### config.mk
export PLATFORM = sky130hd
export DESIGN_NAME = alu_sel_decoder
export DESIGN_NICKNAME = d
export VERILOG_FILES = /design/src/rtl/alu_sel_decoder.sv
export SDC_FILE = /design/constraint.sdc
export NUM_CORES = 1
export LEC_CHECK = 0
export CAP_MARGIN = 30
export CORE_AREA = 2 2 39 41
export DETAILED_ROUTE_END_ITERATION = 10
export DIE_AREA = 0 0 41 43
export MAX_ROUTING_LAYER = met4
export PLACE_DENSITY_LB_ADDON = 0.05
export SLEW_MARGIN = 20
export SYNTH_ARGS = -nofsm -noshare
export SYNTH_HDL_FRONTEND = slang
export SYNTH_SLANG_ARGS = --single-unit
### constraint.sdc
create_clock -name clk -period 1.5 [get_ports clk]
set_clock_uncertainty 0.15 [all_clocks]
set_input_delay 0.225 -clock clk [delete_from_list [all_inputs] [get_ports clk]]
set_output_delay 0.225 -clock clk [all_outputs]
set_load 0.02 [all_outputs]
### src/rtl/alu_sel_decoder.sv
// alu_sel_decoder: registered one-hot ALU unit-select decoder with a HOLD-cycle, back-pressured dispatch.
// Optional macro DEC_ERR_EN adds the err pulse and rejects codes sel >= NUM_OUT without entering ACTIVE.
module alu_sel_decoder #(
    parameter int SEL_W   = 2,
    parameter int NUM_OUT = 4,
    parameter int HOLD    = 1
) (
    input  logic               clk,
    input  logic               rst,
    input  logic               sel_valid,
    input  logic [SEL_W-1:0]   sel,
    output logic               sel_ready,
    output logic [NUM_OUT-1:0] onehot,
    output logic               busy,
    output logic               done
`ifdef DEC_ERR_EN
    ,
    output logic               err
`endif
);

    localparam int CNT_W = $clog2(HOLD) + 1;
    localparam logic [CNT_W-1:0] CNT_LOAD = CNT_W'(HOLD - 1);

    if (SEL_W < 1 || SEL_W > 6) begin : g_bad_sel_w
        $error("alu_sel_decoder: SEL_W must be in 1..6");
    end
    if (NUM_OUT < 1 || NUM_OUT > (1 << SEL_W)) begin : g_bad_num_out
        $error("alu_sel_decoder: NUM_OUT must be in 1..2**SEL_W");
    end
    if (HOLD < 1 || HOLD > 256) begin : g_bad_hold
        $error("alu_sel_decoder: HOLD must be in 1..256");
    end

    typedef enum logic {IDLE, ACTIVE} state_t;

    state_t             state;
    state_t             state_next;
    logic [CNT_W-1:0]   cnt;
    logic [CNT_W-1:0]   cnt_next;
    logic [SEL_W-1:0]   sel_q;
    logic [SEL_W-1:0]   sel_q_next;
    logic [NUM_OUT-1:0] onehot_next;
    logic               busy_next;
    logic               done_next;
    logic               accept;
    logic               start;

    // Codes at or above NUM_OUT decode to an all-zero vector.
    function automatic logic [NUM_OUT-1:0] decode(input logic [SEL_W-1:0] code);
        logic [NUM_OUT-1:0] v;
        v = '0;
        for (int i = 0; i < NUM_OUT; i++) begin
            if (32'(code) == 32'(i)) begin
                v[i] = 1'b1;
            end
        end
        return v;
    endfunction

    assign sel_ready = (state == IDLE) && !rst;
    assign accept    = sel_valid && sel_ready;

`ifdef DEC_ERR_EN
    localparam bit ALL_LEGAL = (NUM_OUT == (1 << SEL_W));

    logic code_illegal;
    logic err_next;

    assign code_illegal = ALL_LEGAL ? 1'b0 : (32'(sel) >= 32'(NUM_OUT));
    assign start        = accept && !code_illegal;
    assign err_next     = accept && code_illegal;
`else
    assign start = accept;
`endif

    always_ff @(posedge clk or posedge rst) begin
        if (rst) begin
            state  <= IDLE;
            cnt    <= '0;
            sel_q  <= '0;
            onehot <= '0;
            busy   <= 1'b0;
            done   <= 1'b0;
`ifdef DEC_ERR_EN
            err    <= 1'b0;
`endif
        end else begin
            state  <= state_next;
            cnt    <= cnt_next;
            sel_q  <= sel_q_next;
            onehot <= onehot_next;
            busy   <= busy_next;
            done   <= done_next;
`ifdef DEC_ERR_EN
            err    <= err_next;
`endif
        end
    end

    always_comb begin
        state_next = state;
        cnt_next   = cnt;
        sel_q_next = sel_q;
        case (state)
            IDLE: begin
                if (start) begin
                    state_next = ACTIVE;
                    cnt_next   = CNT_LOAD;
                    sel_q_next = sel;
                end
            end
            ACTIVE: begin
                if (cnt == '0) begin
                    state_next = IDLE;
                end else begin
                    cnt_next = cnt - 1'b1;
                end
            end
            default: state_next = IDLE;
        endcase
    end

    // Held cycles re-decode from sel_q so onehot stays a pure register output.
    always_comb begin
        onehot_next = '0;
        busy_next   = 1'b0;
        done_next   = 1'b0;
        case (state)
            IDLE: begin
                if (start) begin
                    onehot_next = decode(sel);
                    busy_next   = 1'b1;
                end
            end
            ACTIVE: begin
                if (cnt != '0) begin
                    onehot_next = decode(sel_q);
                    busy_next   = 1'b1;
                end else begin
                    done_next = 1'b1;
                end
            end
            default: ;
        endcase
    end

endmodule

Word-level counts from Yosys, hierarchy flattened --
Index checks and enable logic that the tools add are counted.
Storage, ports and cells: bits in registers 9, bits of input ports 5, output and inout bits 7
Operators by class: add/sub/neg operators 1, equal/unequal tests 7, multiplexer cells 19, bitwise operators 1, reduce and logical (&&, ||, !) cells 6
Operators with widths (count):
- $mux 1 | 14
- $eq 2x2->1 const B | 4
- $mux 4 | 2
- $pmux 4 s2 | 1
- $eq 2x1->1 const B | 2
- $logic_not 2->1 | 2
- $pmux 1 s2 | 2
- $logic_and 1x1->1 | 2
- $ne 2x2->1 const B | 1
- $reduce_and 2->1 | 1
- $logic_not 1->1 | 1
- $not 1->1 | 1
- $sub 1x1->1 const B | 1

Logic depth before layout (Yosys ltp) --
word-level depth 5, gate-level depth with buffers 3, mapped depth without buffers 3

Worst setup path after synthesis --
No wires, ideal clock.
path type reg2reg, start point register state, end point register onehot[3], arrival 1.084 ns, required time 1.284 ns, path slack 0.199 ns, stages on the path, launching flop included 4, path buffers 0, clock period less this slack 1.301 ns, cells stage by stage dfrtp_1 > or3b_4 > inv_2 > and3_1
On the way: cells in the longest elaborated chain, start to end 5
RTL lines:
- start, declared | line 37 | state_t state;
- start signal, assigned | line 89 | state <= state_next;
- $not 1->1 (no line)
- $logic_and 1x1->1 | line 61 | assign sel_ready = (state == IDLE) && !rst;
- $logic_and 1x1->1 | line 62 | assign accept = sel_valid && sel_ready;
- $mux 4 | line 131 | if (start) begin
- $pmux 4 s2 (*) | line 129 | case (state)
- net onehot_next[3] | line 43 | logic [NUM_OUT-1:0] onehot_next;
- end signal, assigned | line 92 | onehot <= onehot_next;
- end, declared | line 13 | output logic [NUM_OUT-1:0] onehot,
Mark *: on every way through the listed nets, which the timed path passes. The rest lies on a longest branch. A chain may end at the register's enable or synchronous reset.

Final worst setup path --
start point register state, end point output sel_ready
On the way: cells in the longest elaborated chain, start to end 2
RTL lines:
- $not 1->1 (no line)
- $logic_and 1x1->1 | line 61
- end, declared | line 12 | output logic sel_ready,
No other way between the ends.

==> impl_metrics.py <==
metrics = {
    "place": {
        "dp_slack_ns": -0.213,
        "portBuffers": 11,
        "hpwl_um": 309,
        "place_congestion": 0.649,
    },
    "synthesis": {
        "synth_cell_types": 9,
        "syn-num-nets": 19,
        "syn_area_um2": 204,
        "seq_area_frac_synth_pct": 73.6,
        "syn_avg_cell_area_um2": 14.6,
        "ys_ff_latch": 6,
        "yosysWarnings": 0,
        "synth_cells": 14,
    },
    "final_layout": {
        "drive_gt1_share_pct": 24.1,
        "area_growth_pct": 74.8,
        "fin_nets": 36,
        "antennaDiodeCount": 0,
    },
    "power_and_ir_drop": {
        "power_density_nw_per_um2": 1020,
        "sw_frac_of_total_pct": 22.4,
        "p_comb_share_pct": 12.7,
        "pwr-share-clk_pct": 40.4,
        "p_leak_nw": 0.194,
        "seq_power_share_pct": 46.9,
        "ir_worst_vdd_uv": 287,
        "power.net_switching_mw": 0.0813,
        "fin_total_pwr_mw": 0.363,
        "power.internal_mw": 0.281,
    },
    "sta": {
        "max_freq_ghz": 0.702,
        "min_period_ns": 1.42,
        "setup-tns-final_ns": 0,
        "slew_viol_final": 0,
        "timing.hold.ws_ns": 0.206,
        "slew_headroom_pct": 84.6,
        "hold_viol_final": 0,
        "setup_viol_count_final": 0,
        "fin_crit_sh_pct": 94.9,
        "setup_slack_ns": 0.0761,
        "rsz0062_at_grt": "false",
        "worst_pin_slew_ns": 0.231,
    },
    "job": {
        "drv_cap": 0,
    },
    "clock_network": {
        "cts_buffers": 3,
        "cts_root_buffer": "clkbuf_4",
        "tritoncts": "built",
        "max-clock-path-buffers": 2,
        "clk_latency_ns": 0.24,
        "cts_sinks": 6,
        "clkTransAtPathRegs_ns": 0.04,
        "htreeDepth": 1,
        "hold_buffers": 0,
    },
    "outcome": {
        "status": "finished clean",
    },
    "floorplanning": {
        "initial_core_util_pct": 14.7,
        "rows": 14,
        "core_um2": 1380,
        "die_area_um2": 1760,
        "io_pins": 12,
        "die_width_um": 41,
        "die-height_um": 43,
    },
    "critical_path": {
        "ff2ff_setup_slack_ns": 0.23,
        "start_kind": "register",
        "crit_arrival_ns": 1.05,
        "worstPathRequired_ns": 1.12,
        "crit_type": "register to output pin",
        "path_max_fanout": 4,
        "cp-end-kind": "output pin",
    },
    "grt": {
        "grt_max_degree": 7,
        "grt_pass1_wl_um": 655,
        "grt_usage_pct": 6.72,
        "grt_overflow": 0,
        "antenna_found_initial": 0,
        "grt_pass1_vias": 167,
    },
    "drt": {
        "wl_um": 418,
        "vias": 156,
        "first_iter_violations": 0,
        "via_per_inst": 3.47,
        "drt_pass1_iterations": 1,
        "ant_nets": 0,
        "wl_per_cell_um": 9.29,
        "drc_errors": 0,
    },
    "hold_path": {
        "worst_hold_path_type": "input pin to asynchronous set/reset pin",
    },
}
cells in the final DEF, fill, tap and decap left out:
cell and instances:
and3_1 1, buf_4 1, clkbuf_4 3, clkdlybuf4s15_1 1, clkdlybuf4s50_1 4, dfrtp_1 6
dlygate4sd2_1 6, inv_1 1, inv_2 1, nor2_1 1, nor3_1 1, nor3b_1 1
nor3b_2 1, or3b_4 1
layer usage:
layer / up-vias / GRT usage (%) / routed length, um
met4: 0 / 10.0 / 5
met3: 2 / 3.14 / 46
li1: 75 / - / -
met2: 8 / 7.81 / 202
met1: 71 / 6.21 / 164
met5: - / - / 0
state kept, by name, summed over array words and instances (netlist names):
name	cells
state	1
onehot	4
done	1
repair_timing:
action,4_1_cts,5_1_grt
buffers inserted,0,0
resized for setup,7,1
endpoints found under the setup margin,7,1
synth_stat cells (all sizes together):
library cell | count | area share (%)
dfrtp | 6 | 74
inv | 2 | 3.7
nor3b | 2 | 9.8
and3 | 1 | 3.1
nor2 | 1 | 1.8
nor3 | 1 | 2.5
or3b | 1 | 5.5
final timing paths:
path                       start         to  cells after the start
max in group asynchronous    rst  onehot[2]                      3
min reg2reg                state       done                      0
min in group clk           state       done                      0
min                          rst  onehot[3]                      3
max reg2reg                state  onehot[3]                      3
max                        state  sel_ready                      2
area by class of cell:
type / count / area (um2)
inverters: 2 / 7.51
well taps: 16 / 20.0
flip-flops and latches: 6 / 150
repair buffers: 12 / 110
fillers: 151 / 1030
multi-input cells: 6 / 46.3
clock buffers: 3 / 22.5
per-stage QoR:
stage | util [%] | area [um2] | std cells
2_1_floorplan | - | 204 | 14
3_3_place_gp | 24.7 | 342 | 42
3_5_place_dp | 24.7 | 342 | 42
4_1_cts | 25.7 | 355 | 45
5_1_grt | 25.8 | 357 | 45
6_report | 25.8 | 357 | 45
worst max-delay path, stage by stage, from the launching register on:
cell	delay, ns
dfrtp_1	0.40
nor2_1	0.11
clkdlybuf4s15_1	0.30
kinds of logic after synthesis:
logic type | Yosys count | synth area share (%)
buffers and inverters | 2 | 3.68
and+or+nand+nor | 6 | 22.7
DFF | 6 | 73.6
power by group through the flow:
| stage | Sequential [mW] | Combinational (mW) | Clock, mW |
|---|---|---|---|
| floorplan | 0.180 | 0.0131 | 0 |
| global placement | 0.172 | 0.0518 | 0 |
| detailed placement | 0.173 | 0.0516 | 0 |
| CTS | 0.170 | 0.0465 | 0.155 |
| global route | 0.170 | 0.0504 | 0.163 |
| finish | 0.170 | 0.0461 | 0.147 |
(Power assumes the default switching activity.)
